### src/rtl/instr_fetch_unit_pkg.sv
// Shared types and constants for the instruction-fetch stage.
package instr_fetch_unit_pkg;

    typedef enum logic [1:0] {
        IDLE    = 2'd0,
        FETCH   = 2'd1,
        DISCARD = 2'd2,
        ERR     = 2'd3
    } fetch_state_e;

    localparam int          WORD_BYTES       = 4;
    localparam logic [31:0] DEFAULT_RESET_PC = 32'h0000_0000;

    typedef struct packed {
        logic [31:0] instr;
        logic [31:0] pc4;
    } fq_entry_t;

    function automatic logic [31:0] next_pc(input logic [31:0] pc);
        return pc + 32'(WORD_BYTES);
    endfunction

endpackage

### src/rtl/instr_fetch_unit_if.sv
// Instruction-memory request/acknowledge bus between fetch unit and memory.
interface instr_fetch_unit_if;
    logic        req;
    logic [31:0] addr;
    logic        ack;
    logic [31:0] data;

    modport master (output req, output addr, input ack, input data);
    modport slave  (input req, input addr, output ack, output data);
endinterface

### src/rtl/instr_fetch_unit_fetch_queue.sv
// Two-entry FIFO of fetched {instr, pc4}; head is zero whenever the queue is empty.
module fetch_queue
    import instr_fetch_unit_pkg::*;
(
    input  logic      clk,
    input  logic      rst_n,
    input  logic      push_i,
    input  logic      pop_i,
    input  logic      flush_i,
    input  fq_entry_t wdata_i,
    output logic [1:0] count_o,
    output fq_entry_t head_o
);
    fq_entry_t  ent0_q;
    fq_entry_t  ent1_q;
    logic [1:0] cnt_q;

    // ent0_q is always the head; a pop shifts ent1_q forward.
    always_ff @(posedge clk or negedge rst_n) begin
        if (!rst_n) begin
            ent0_q <= '0;
            ent1_q <= '0;
            cnt_q  <= 2'd0;
        end else if (flush_i) begin
            cnt_q <= 2'd0;
        end else begin
            case ({push_i, pop_i})
                2'b10: begin
                    if (cnt_q == 2'd0) ent0_q <= wdata_i;
                    else               ent1_q <= wdata_i;
                    cnt_q <= cnt_q + 2'd1;
                end
                2'b01: begin
                    ent0_q <= ent1_q;
                    cnt_q  <= cnt_q - 2'd1;
                end
                2'b11: begin
                    if (cnt_q == 2'd2) begin
                        ent0_q <= ent1_q;
                        ent1_q <= wdata_i;
                    end else begin
                        ent0_q <= wdata_i;
                    end
                end
                default: ;
            endcase
        end
    end

    assign count_o = cnt_q;
    assign head_o  = (cnt_q != 2'd0) ? ent0_q : '0;
endmodule

### src/rtl/instr_fetch_unit.sv
// Fetch stage: owns the PC, issues word fetches, buffers returns and drives IF/ID load/flush.
module instr_fetch_unit
    import instr_fetch_unit_pkg::*;
#(
    parameter logic [31:0] RESET_PC = DEFAULT_RESET_PC,
    parameter int          TIMEOUT  = 255,
    parameter int          CNT_W    = 8
) (
    input  logic               clk,
    input  logic               rst_n,
    instr_fetch_unit_if.master imem,
    input  logic               stall_i,
    input  logic               br_taken_i,
    input  logic [31:0]        br_target_i,
    output logic [31:0]        instr_o,
    output logic [31:0]        pc4_o,
    output logic               ifid_le_o,
    output logic               ifid_clr_o,
    output logic               fetch_err_o
);
    localparam logic [CNT_W-1:0] TIMEOUT_LAST = CNT_W'(TIMEOUT - 1);

    fetch_state_e     state_q;
    logic [31:0]      pc_q;
    logic [31:0]      hold_addr_q;
    logic [CNT_W-1:0] cnt_q;
    logic             pend_q;

    logic       issue_pop, req, q_push, q_pop, q_flush;
    logic [1:0] q_count, q_occ;
    fq_entry_t  q_head, q_wdata;

    // Issue looks at occupancy after this cycle's potential pop, independent of redirect.
    always_comb begin
        issue_pop = (q_count != 2'd0) && !stall_i;
        q_occ     = q_count - {1'b0, issue_pop};
        req       = 1'b0;
        case (state_q)
            FETCH:   req = pend_q || (q_occ != 2'd2);
            DISCARD: req = 1'b1;
            default: req = 1'b0;
        endcase
        q_pop         = issue_pop && !br_taken_i && (state_q != ERR);
        q_push        = (state_q == FETCH) && req && imem.ack && !br_taken_i;
        q_flush       = br_taken_i && (state_q != ERR);
        q_wdata.instr = imem.data;
        q_wdata.pc4   = next_pc(pc_q);
    end

    assign imem.req  = req;
    assign imem.addr = (state_q == DISCARD) ? hold_addr_q : pc_q;

    // In DISCARD pc_q already holds the redirect target while hold_addr_q keeps the bus stable.
    always_ff @(posedge clk or negedge rst_n) begin
        if (!rst_n) begin
            state_q     <= IDLE;
            pc_q        <= RESET_PC;
            hold_addr_q <= '0;
            cnt_q       <= '0;
            pend_q      <= 1'b0;
        end else begin
            case (state_q)
                IDLE: state_q <= FETCH;
                FETCH: begin
                    if (req && imem.ack) begin
                        cnt_q  <= '0;
                        pend_q <= 1'b0;
                        pc_q   <= br_taken_i ? br_target_i : next_pc(pc_q);
                    end else if (req && (cnt_q == TIMEOUT_LAST)) begin
                        state_q <= ERR;
                        pend_q  <= 1'b0;
                    end else if (req) begin
                        cnt_q <= cnt_q + 1'b1;
                        if (br_taken_i) begin
                            hold_addr_q <= pc_q;
                            pc_q        <= br_target_i;
                            pend_q      <= 1'b0;
                            state_q     <= DISCARD;
                        end else begin
                            pend_q <= 1'b1;
                        end
                    end else if (br_taken_i) begin
                        pc_q <= br_target_i;
                    end
                end
                DISCARD: begin
                    if (br_taken_i) pc_q <= br_target_i;
                    if (imem.ack) begin
                        cnt_q   <= '0;
                        state_q <= FETCH;
                    end else if (cnt_q == TIMEOUT_LAST) begin
                        state_q <= ERR;
                    end else begin
                        cnt_q <= cnt_q + 1'b1;
                    end
                end
                default: state_q <= ERR;
            endcase
        end
    end

    fetch_queue u_queue (
        .clk     (clk),
        .rst_n   (rst_n),
        .push_i  (q_push),
        .pop_i   (q_pop),
        .flush_i (q_flush),
        .wdata_i (q_wdata),
        .count_o (q_count),
        .head_o  (q_head)
    );

    assign instr_o     = q_head.instr;
    assign pc4_o       = q_head.pc4;
    assign ifid_le_o   = q_pop;
    assign ifid_clr_o  = br_taken_i;
    assign fetch_err_o = (state_q == ERR);
endmodule

### src/flat_wrapper.sv
// flat-port wrapper written by rule: the top's interface ports become plain ports
module instr_fetch_unit_flat import instr_fetch_unit_pkg::*;
#(
    parameter logic [31:0] RESET_PC = DEFAULT_RESET_PC,
    parameter int          TIMEOUT  = 255,
    parameter int          CNT_W    = 8
)
  (clk, rst_n, stall_i, br_taken_i, br_target_i, instr_o, pc4_o, ifid_le_o, ifid_clr_o, fetch_err_o, imem_req, imem_addr, imem_ack, imem_data);
  instr_fetch_unit_if imem_i ();
  input  logic clk;
  input  logic rst_n;
  input  logic stall_i;
  input  logic br_taken_i;
  input  logic [31:0] br_target_i;
  output logic [31:0] instr_o;
  output logic [31:0] pc4_o;
  output logic ifid_le_o;
  output logic ifid_clr_o;
  output logic fetch_err_o;
  output wire logic [$bits(imem_i.req)-1:0] imem_req;
  output wire logic [$bits(imem_i.addr)-1:0] imem_addr;
  input wire logic [$bits(imem_i.ack)-1:0] imem_ack;
  input wire logic [$bits(imem_i.data)-1:0] imem_data;
  assign imem_req = imem_i.req;
  assign imem_addr = imem_i.addr;
  assign imem_i.ack = imem_ack;
  assign imem_i.data = imem_data;
  instr_fetch_unit #(.RESET_PC(RESET_PC), .TIMEOUT(TIMEOUT), .CNT_W(CNT_W)) u_core (.clk(clk), .rst_n(rst_n), .imem(imem_i), .stall_i(stall_i), .br_taken_i(br_taken_i), .br_target_i(br_target_i), .instr_o(instr_o), .pc4_o(pc4_o), .ifid_le_o(ifid_le_o), .ifid_clr_o(ifid_clr_o), .fetch_err_o(fetch_err_o));
endmodule
### config.mk
export PLATFORM = sky130hd
export DESIGN_NAME = instr_fetch_unit_flat
export DESIGN_NICKNAME = d
export VERILOG_FILES = /design/src/rtl/instr_fetch_unit_pkg.sv /design/src/rtl/instr_fetch_unit_if.sv /design/src/rtl/instr_fetch_unit_fetch_queue.sv /design/src/rtl/instr_fetch_unit.sv /design/src/flat_wrapper.sv
export SDC_FILE = /design/constraint.sdc
export NUM_CORES = 1
export LEC_CHECK = 0
export ABC_AREA = 1
export ABC_CLOCK_PERIOD_IN_PS = 4500
export CAP_MARGIN = 0
export CORE_UTILIZATION = 40
export CTS_CLUSTER_DIAMETER = 30
export DETAILED_ROUTE_END_ITERATION = 16
export PLACE_DENSITY = 0.65
export SETUP_SLACK_MARGIN = 0.15
export SYNTH_ARGS = -nofsm -noshare
export SYNTH_HDL_FRONTEND = slang
export SYNTH_SLANG_ARGS = --single-unit
### constraint.sdc
create_clock -name clk -period 4.5 [get_ports clk]
set_clock_uncertainty 0.1 [all_clocks]
set_input_delay 0.9 -clock clk [delete_from_list [all_inputs] [get_ports clk]]
set_output_delay 0.9 -clock clk [all_outputs]
set_load 0.005 [all_outputs]
==> results of run 1 <==
==> per-layer routing <==
metal	track usage	wire length (um)	up-vias
met1	0.3331	15860	5105
met4	0.06387	643	0
met2	0.3604	14910	366
met3	0.03891	2163	50
met5	0	0	-
li1	-	-	5295
==> flip-flops by register name, summed over array words and instances, names as in the netlist <==
signal,flops
u_core.cnt_q,8
u_core.hold_addr_q,32
u_core.pc_q,32
u_core.pend_q,1
u_core.state_q,2
u_core.u_queue.count_o,2
u_core.u_queue.ent0_q,64
u_core.u_queue.ent1_q,64
==> final timing paths <==
check / start / endpoint / slack, ps / cells past startpoint
hold reg to reg: u_core.hold_addr_q[2]$_DFFE_PN0P_ / u_core.hold_addr_q[2]$_DFFE_PN0P_ / 380 / 2
min in group clk: u_core.hold_addr_q[2]$_DFFE_PN0P_ / u_core.hold_addr_q[2]$_DFFE_PN0P_ / 380 / 2
max in group asynchronous: rst_n / u_core.hold_addr_q[21]$_DFFE_PN0P_ / 2830 / 2
setup / recovery: u_core.state_q[0]$_DFFE_PN0P_ / imem_addr[27] / 840 / 6
setup reg to reg: u_core.state_q[1]$_DFFE_PN0P_ / u_core.u_queue.ent1_q[12]$_DFFE_PN0P_ / 1130 / 16
hold / removal: rst_n / u_core.u_queue.ent0_q[54]$_DFFE_PN0P_ / 380 / 1
==> metrics by stage <==
stage	power, mW	utilization	instances
2_1_floorplan	5.502	-	1548
3_3_place_gp	7.202	0.4799	2026
3_5_place_dp	7.295	0.4799	2026
4_1_cts	11.06	0.5422	2116
5_1_grt	11.70	0.5422	2116
6_report	10.97	0.5422	2116
==> critical path, cell delays in order, from the launching register on <==
cell and delay, ps:
dfrtp_1 410, inv_1 100, ha_2 240, buf_4 510, nand2_1 90, o21ai_0 150
clkdlybuf4s50_1 560
==> cells in the mapped netlist (2+ instances only) <==
library cell / instances / area share
o21ai_2: 38 / 0.029
a21boi_0: 3 / 0.0019
xor2_1: 15 / 0.011
nand4_4: 3 / 0.0055
o21a_1: 7 / 0.0045
buf_1: 3 / 0.00097
buf_4: 5 / 0.0032
nor3_1: 13 / 0.0056
buf_6: 7 / 0.0068
clkbuf_1: 48 / 0.016
nor2_4: 5 / 0.0049
nand2_1: 424 / 0.14
inv_2: 6 / 0.0019
nor2_1: 133 / 0.043
ha_1: 11 / 0.012
o21ai_1: 14 / 0.0061
nand3b_1: 4 / 0.0026
nor3_2: 2 / 0.0017
xnor2_1: 2 / 0.0015
nand2_2: 31 / 0.017
a21oi_1: 28 / 0.012
o21ai_0: 148 / 0.064
a22oi_1: 23 / 0.015
nand3_1: 116 / 0.050
a31oi_1: 30 / 0.016
o211ai_1: 3 / 0.0019
dfrtp_1: 205 / 0.44
nor2_2: 4 / 0.0022
inv_1: 172 / 0.056
buf_2: 23 / 0.010
nand4_1: 8 / 0.0043
==> power by group through the flow <==
stage	Clock (mW)	Combinational (mW)	Sequential (mW)
finish	3.68	4.23	3.06
global route	3.81	4.74	3.15
floorplan	0	2.58	2.92
CTS	3.73	4.27	3.05
detailed placement	0	4.23	3.07
global placement	0	4.15	3.05
==> cell type report <==
cell class | instances | area share
repair buffers | 186 | 0.1209
clock buffers | 70 | 0.09571
well taps | 378 | 0.03105
flip-flops and latches | 205 | 0.3368
inverters | 180 | 0.04445
multi-input cells | 1077 | 0.3519
clock inverters | 20 | 0.01922
==> logic make-up after synthesis <==
kind of cell | count (synthesis)
simple gates | 747
compound gates | 302
buf+inv | 266
flops | 205
xor+xnor | 17
fa+ha+maj | 11
==> flow_results.org, run 1 <==
** Cells and area
- Layout cells sized above 1 :: 0.1157
- Sequential cell area :: 5130 um2
- In the layout the commonest cells are nand2_1 (423), dfrtp_1 (205), inv_1 (172).
- Layout net count :: 1780
- Inserted Diodes :: 0
- Final-layout fill cell count :: 2646
- The multi-input combinational cells in the finished layout cover a total of 5359 um2.
- Area Overhead vs Synth :: 31.79%
- Finished Cell Area :: 15230 um2
- Commonest non-fill, non-tap cell in the layout :: nand2_1

** Place
- Input/output buffers :: 168
- Post-DP HPWL :: 22670 um
- GPL Wtd Cong :: 0.8856
- Setup slack after placement :: 653.7 ps
- Post-place instance area :: 13480 um2

** STA
- Setup slack closes at 844.0 ps.
- Final setup violation count :: 0
- Worst max-slew margin expressed relative to the limit :: 0.3871
- Max-slew violations :: 0
- Final critical-path share of the clock period :: 0.8124
- After routing, the total negative slack on setup checks comes to 0 ps.
- F_max :: 0.2735 GHz
- Slew of the pin with the lowest slew margin :: 917.5 ps
- Counting I/O delays and the setup requirement, the final critical path takes 3656 ps.
- RSZ-0062 raised after global routing :: false
- The final count of hold timing violations came to 0.
- Across all hold checks on the routed design, the worst slack comes to 375.6 ps.

** Critical path
- Data on the critical path is required at its endpoint by 3500 ps.
- Max FO, Critical Path :: 69
- Arrival @ worst endpoint :: 2660 ps
- The worst setup path is launched from a flip-flop.
- The worst setup path is of the flip-flop to output port kind.
- Category of the worst setup path capture point :: output port

** Route
- For this run, design rule violations remaining after detail routing come to 0.
- Across all layers, the routed design uses 10820 vias.
- The first TritonRoute pass finished after 7 iterations.
- The detailed router finished its first iteration with 880 violations.
- Routed WL :: 33580 um
- Dividing the detail-routed wire length by the instance count gives 15.87 um.
- Antenna Nets Post-Route :: 0
- In the routed layout, each cell is associated on average with a via count of 5.112.

** Pwr
- Of the total power, the share spent switching nets is 0.3688.
- In this run the static leakage power is 7.219 nW.
- Cell internal power dissipation :: 6.923 mW
- The share of total power dissipated in the clock network is 0.335.
- For this design the total switching power over the nets is 4.044 mW.
- Reg power frac :: 0.279
- Fraction of power consumed by combinational cells :: 0.386
- Worst voltage drop across the vdd grid :: 0.3930 mV
- Dividing total power by cell area gives a power density of 720.1 nW/um2.

** Global route
- Global route total overflow :: 0
- Vias in the first global route :: 10320
- For this run, the total global-route usage over all layers was measured as 0.2323.
- Global-route wire length before repair :: 54200 um
- The number of antenna violations at the first check in global routing was 0.
- Entering global routing, the biggest net connects 112 pins.

** Synthesis
- Post-synthesis xor/xnor area fraction :: 0.01288
- After synthesis the netlist holds a flip-flop and latch count of 205.
- Sequential fraction of the synthesis area :: 0.4439
- Synthesized-area fraction occupied by adder cells :: 0.01191
- Cell area after technology mapping :: 11560 um2
- Number of enable-type register cells in the synthesized netlist :: 0
- Synthesized instance count :: 1548
- Cell variety after synth :: 45
- The number of nets in the synthesized netlist is 1628.
- In the synthesized netlist the dominant register cell turns out to be dfrtp_1.
- Number of warnings printed during yosys synthesis :: 0
- The portion of synthesized area spent on multiplexers is 0.
- Dominant combinational cell family by area after synthesis :: simple AND/OR/NAND/NOR gates
- The compound-cell area share of the yosys netlist came to 0.1575.
- Proportion of synthesized flip-flops having asynchronous set or reset :: 1.000
- In this run the mean area of a mapped cell was 7.465 um2.
- Of the total synthesized cell area, the portion taken by AND, OR, NAND and NOR gates is 0.2786.

** CTS
- TritonCTS created 50 clock buffers.
- Largest buffer count on any clock path :: 3
- Clock tree from TritonCTS :: yes
- The clock drives 205 sinks.
- Number of buffers inserted to repair setup after CTS :: 0
- Clock tree synthesis selected as its root buffer the cell clkbuf_16.
- Insertion delay of the later-clocked pin in the worst-skew pair :: 560 ps
- The number of hold buffers added after CTS was 0.
- Clock transition time at the flip-flop clock pins of the worst setup and hold paths :: 40 ps
- H-Tree Level Count :: 2
- Post-CTS repair changed the size of 0 cells.

** Die
- In this run the standard cell core region covers 28090 um2.
- DIE HEIGHT :: 172.0 um
- In this run the horizontal extent of the chip is 172.0 um.
- For this configuration, the core starts out at a cell density of 0.4114.
- 169 I/O pins were placed.
- After floorplanning, the core was divided into 61 placement rows.
- Die Outline Area :: 29570 um2

** Flow run
- Max Cap Violations :: 0

** Outcome
- Status :: finished clean

** Worst hold path
- Min-delay worst type :: input pin to asynchronous set/reset pin
No activity file was read; power rests on OpenSTA's default activity.
==> run 2: changes to the inputs <==
- ABC_CLOCK_PERIOD_IN_PS: 4500 -> 3100
- PLACE_DENSITY: 0.65 -> 0.67
- clock period: 4.5 -> 3.1 ns (I/O delays scaled with it)
==> run 2 against run 1 <==
  * First-iteration DRC count increased by 4.0%
  * Via count increased by 3.5%
  * Non-clock buffer count increased by 45
  * Sequential share of layout area decreased by 2.2 points
  * Die area unchanged
  * Global-route usage increased by 0.54 points
  * Highest routed layer unchanged
==> flow_results.org, run 2 (synthesis results as in run 1) <==
** Die
- Floorplan core area :: 28090 um2
- In this run the horizontal extent of the chip is 172.0 um.
- For this configuration, the core starts out at a cell density of 0.4114.
- Pin placement for this block handled 169 I/O pins.
- Die Outline Area :: 29570 um2
- Count of standard-cell rows :: 61
- In this run the vertical extent of the chip is 172.0 um.

** STA
- The final count of hold timing violations came to 0.
- Worst max-slew margin expressed relative to the limit :: 0.5009
- F_max :: 0.3288 GHz
- At the pin with the least slew margin, the transition time is 740.8 ps.
- Final-layout setup total negative slack :: 0 ps
- In the finished design, the share of the clock period the worst path needs comes to 0.9812.
- RSZ-0062 raised after global routing :: true
- Final setup violation count :: 0
- Counting I/O delays and the setup requirement, the final critical path takes 3042 ps.
- The max-slew violation count came to 0.

** Pwr
- Worst voltage drop across the vdd grid :: 0.5925 mV
- Total power divided by cell area :: 1031 nW/um2
- Summed over all cells, the static leakage comes to 7.949 nW.

** Global route
- Entering global routing, the biggest net connects 72 pins.
- The first global-routing pass estimated 55060 um of wire.
- Vias in the first global route :: 10280
- Total track usage :: 0.2376
- Antenna violations before repair :: 0
- Summed over all layers, the global routing overflow is 0.

** CTS
- No sink is reached through more buffers than the 3 on the longest clock path.
- CTS Sinks :: 205
- The tree is rooted in a clkbuf_16.
- TritonCTS built the clock tree.
- Buffers inserted to repair hold after CTS numbered 0.
- The H-tree generated during clock tree synthesis spans 2 levels.
- TritonCTS created 50 clock buffers.
- Clock transition time at the flip-flop clock pins of the worst setup and hold paths :: 50 ps
- The clock reaches the later pin of the worst-skew pair after 540 ps.

** Route
- Once detail routing completed, the nets flagged for antenna violations numbered 0.
- In the routed layout, each cell is associated on average with a via count of 5.174.
- First-iteration detailed-routing DRC count :: 915
- The final route contains 11190 vias.
- The first TritonRoute pass finished after 5 iterations.
- For this run, design rule violations remaining after detail routing come to 0.
- The final layout contains routed wiring with a total length of 36720 um.
- Average wire length per cell after detail routing :: 16.98 um

** Critical path
- The critical path contains buffers and inverters numbering 7 combined.
- Category of the most critical setup path :: flip-flop to flip-flop
- Among all stages on the critical path, the largest delay is contributed by dfrtp_2.
- Arrival @ worst endpoint :: 3360 ps
- CP Cell Sequence :: buf_4 -> ha_4 -> nor2_4 -> nor2_8 -> buf_6 -> nand3_2 -> nor2_2 -> nand2_2 -> inv_2 -> ha_4 -> inv_2 -> nor2_1 -> buf_4 -> nor3_4 -> clkinv_4 -> clkbuf_16 -> a31oi_1 -> a22oi_1
- Category of the worst setup path capture point :: flip-flop
- The worst setup path is launched from a flip-flop.
- Data on the critical path is required at its endpoint by 3420 ps.
- Number of stages on the worst setup path :: 18
- Max FO, Critical Path :: 5
- Counting cells, the worst reg-to-reg path comes to 18.
- In this design, the stage delay of the slowest critical-path cell is 430 ps.
- In this design, the largest share of critical-path delay is due to buffers and inverters.

** Place
- Post-place instance area :: 13720 um2
- GPL Wtd Cong :: 0.9203
- After legalization and detailed placement, the total HPWL measured 23370 um.
- The count of buffers added on input and output ports is 168.

** Cells and area
- Leaving out fill and tap cells, the most frequent cell in the layout is nand2_1.
- Final-layout fill cell count :: 2502
- Layout net count :: 1825
- Area of the multi-input gates :: 5660 um2
- Sequential cell area :: 5132 um2
- Area Overhead vs Synth :: 40.91%
- The library cells used most frequently in the layout, excluding fill and tap cells, are nand2_1 (421), dfrtp_1 (203), inv_1 (166).
- Inserted Diodes :: 0
- After routing the design area is 16280 um2.
- Layout cells sized above 1 :: 0.1647
- Regs by FF count :: u_core.u_queue.ent0_q: 64 flops, u_core.u_queue.ent1_q: 64 flops

** Worst hold path
- Min-delay worst type :: input pin to asynchronous set/reset pin

** Flow run
- Across the run, the number of max-cap violations was 0.

** Outcome
- The run finished with clean final reports.
==> run 2: cell types whose count changed in the layout (fill, tap and decap cells not counted), moves of 10 or more <==
| cell | previous run | this run |
|---|---|---|
| clkdlybuf4s50_1 | 166 | 133 |
| dlymetal6s2s_1 | 0 | 29 |
| o21ai_0 | 148 | 128 |
| buf_4 | 16 | 32 |
| buf_12 | 2 | 16 |
| o21ai_1 | 13 | 24 |
| a31oi_1 | 30 | 20 |
==> run 2: path summary, 6_finish.rpt <==
path                                                         start                                     to  slack, ps
min in group clk                u_core.hold_addr_q[31]$_DFFE_PN0P_     u_core.hold_addr_q[31]$_DFFE_PN0P_        380
max in group asynchronous                                    rst_n  u_core.u_queue.ent1_q[50]$_DFFE_PN0P_       1950
worst max register to register       u_core.state_q[0]$_DFFE_PN0P_  u_core.u_queue.ent0_q[43]$_DFFE_PN0P_         60
worst min register to register  u_core.hold_addr_q[31]$_DFFE_PN0P_     u_core.hold_addr_q[31]$_DFFE_PN0P_        380
worst min-delay path                                         rst_n  u_core.u_queue.ent1_q[51]$_DFFE_PN0P_        0.8
worst max-delay path                 u_core.state_q[0]$_DFFE_PN0P_  u_core.u_queue.ent0_q[43]$_DFFE_PN0P_         60
==> run 2: area by class of cell <==
class / count / area share
clock buffers: 63 / 0.08414
clock inverters: 29 / 0.02328
inverters: 180 / 0.04203
multi-input cells: 1077 / 0.3476
flip-flops and latches: 205 / 0.3152
well taps: 378 / 0.02905
repair buffers: 231 / 0.1587
==> run 2: stage by stage <==
stage / hold slack (ps) / setup slack [ps] / power, mW / util / cells
2_1_floorplan: 224.4 / 177.3 / 7.987 / - / 1548
3_3_place_gp: 363.1 / 104.8 / 10.57 / 0.4886 / 2045
3_5_place_dp: 367.5 / 36.47 / 10.72 / 0.4886 / 2045
4_1_cts: 17.72 / 102.0 / 16.35 / 0.5549 / 2142
5_1_grt: 32.10 / -109.0 / 17.79 / 0.5797 / 2163
6_report: 0.7592 / 58.19 / 16.78 / 0.5797 / 2163
==> run 2: power breakdown <==
group	switching (mW)	leakage, nW	internal [mW]
sequential	0.754	2.56	3.73
clock	1.71	0.834	3.64
combinational	3.90	4.56	3.05
==> run 2: worst reg2reg max path, cell delays in order (launching register included) <==
cell,delay (ps)
dfrtp_2,430
buf_4,170
ha_4,180
nor2_4,150
nor2_8,50
buf_6,120
nand3_2,80
nor2_2,50
nand2_2,100
inv_2,60
ha_4,160
inv_2,40
nor2_1,40
buf_4,150
nor3_4,380
clkinv_4,200
clkbuf_16,210
a31oi_1,160
a22oi_1,90
==> run 2: what timing repair did <==
item	4_1_cts	5_1_grt
resized for setup	28	99
buffers inserted	4	13
setup endpoints to repair	34	159
pin swaps	3	14
cloned	1	8
==> run 2: layer usage <==
metal,up-vias,share of wire,global-route usage
li1,5389,-,-
met1,5277,0.45,0.3367
met2,443,0.45,0.3678
met3,83,0.068,0.03960
met4,0,0.028,0.07772
met5,-,0,0
==> run 3: changes to the inputs <==
- CAP_MARGIN: 0 -> 20
==> results of run 3 <==
Same layout as run 2: the final DEF is identical, and so are final timing and power.
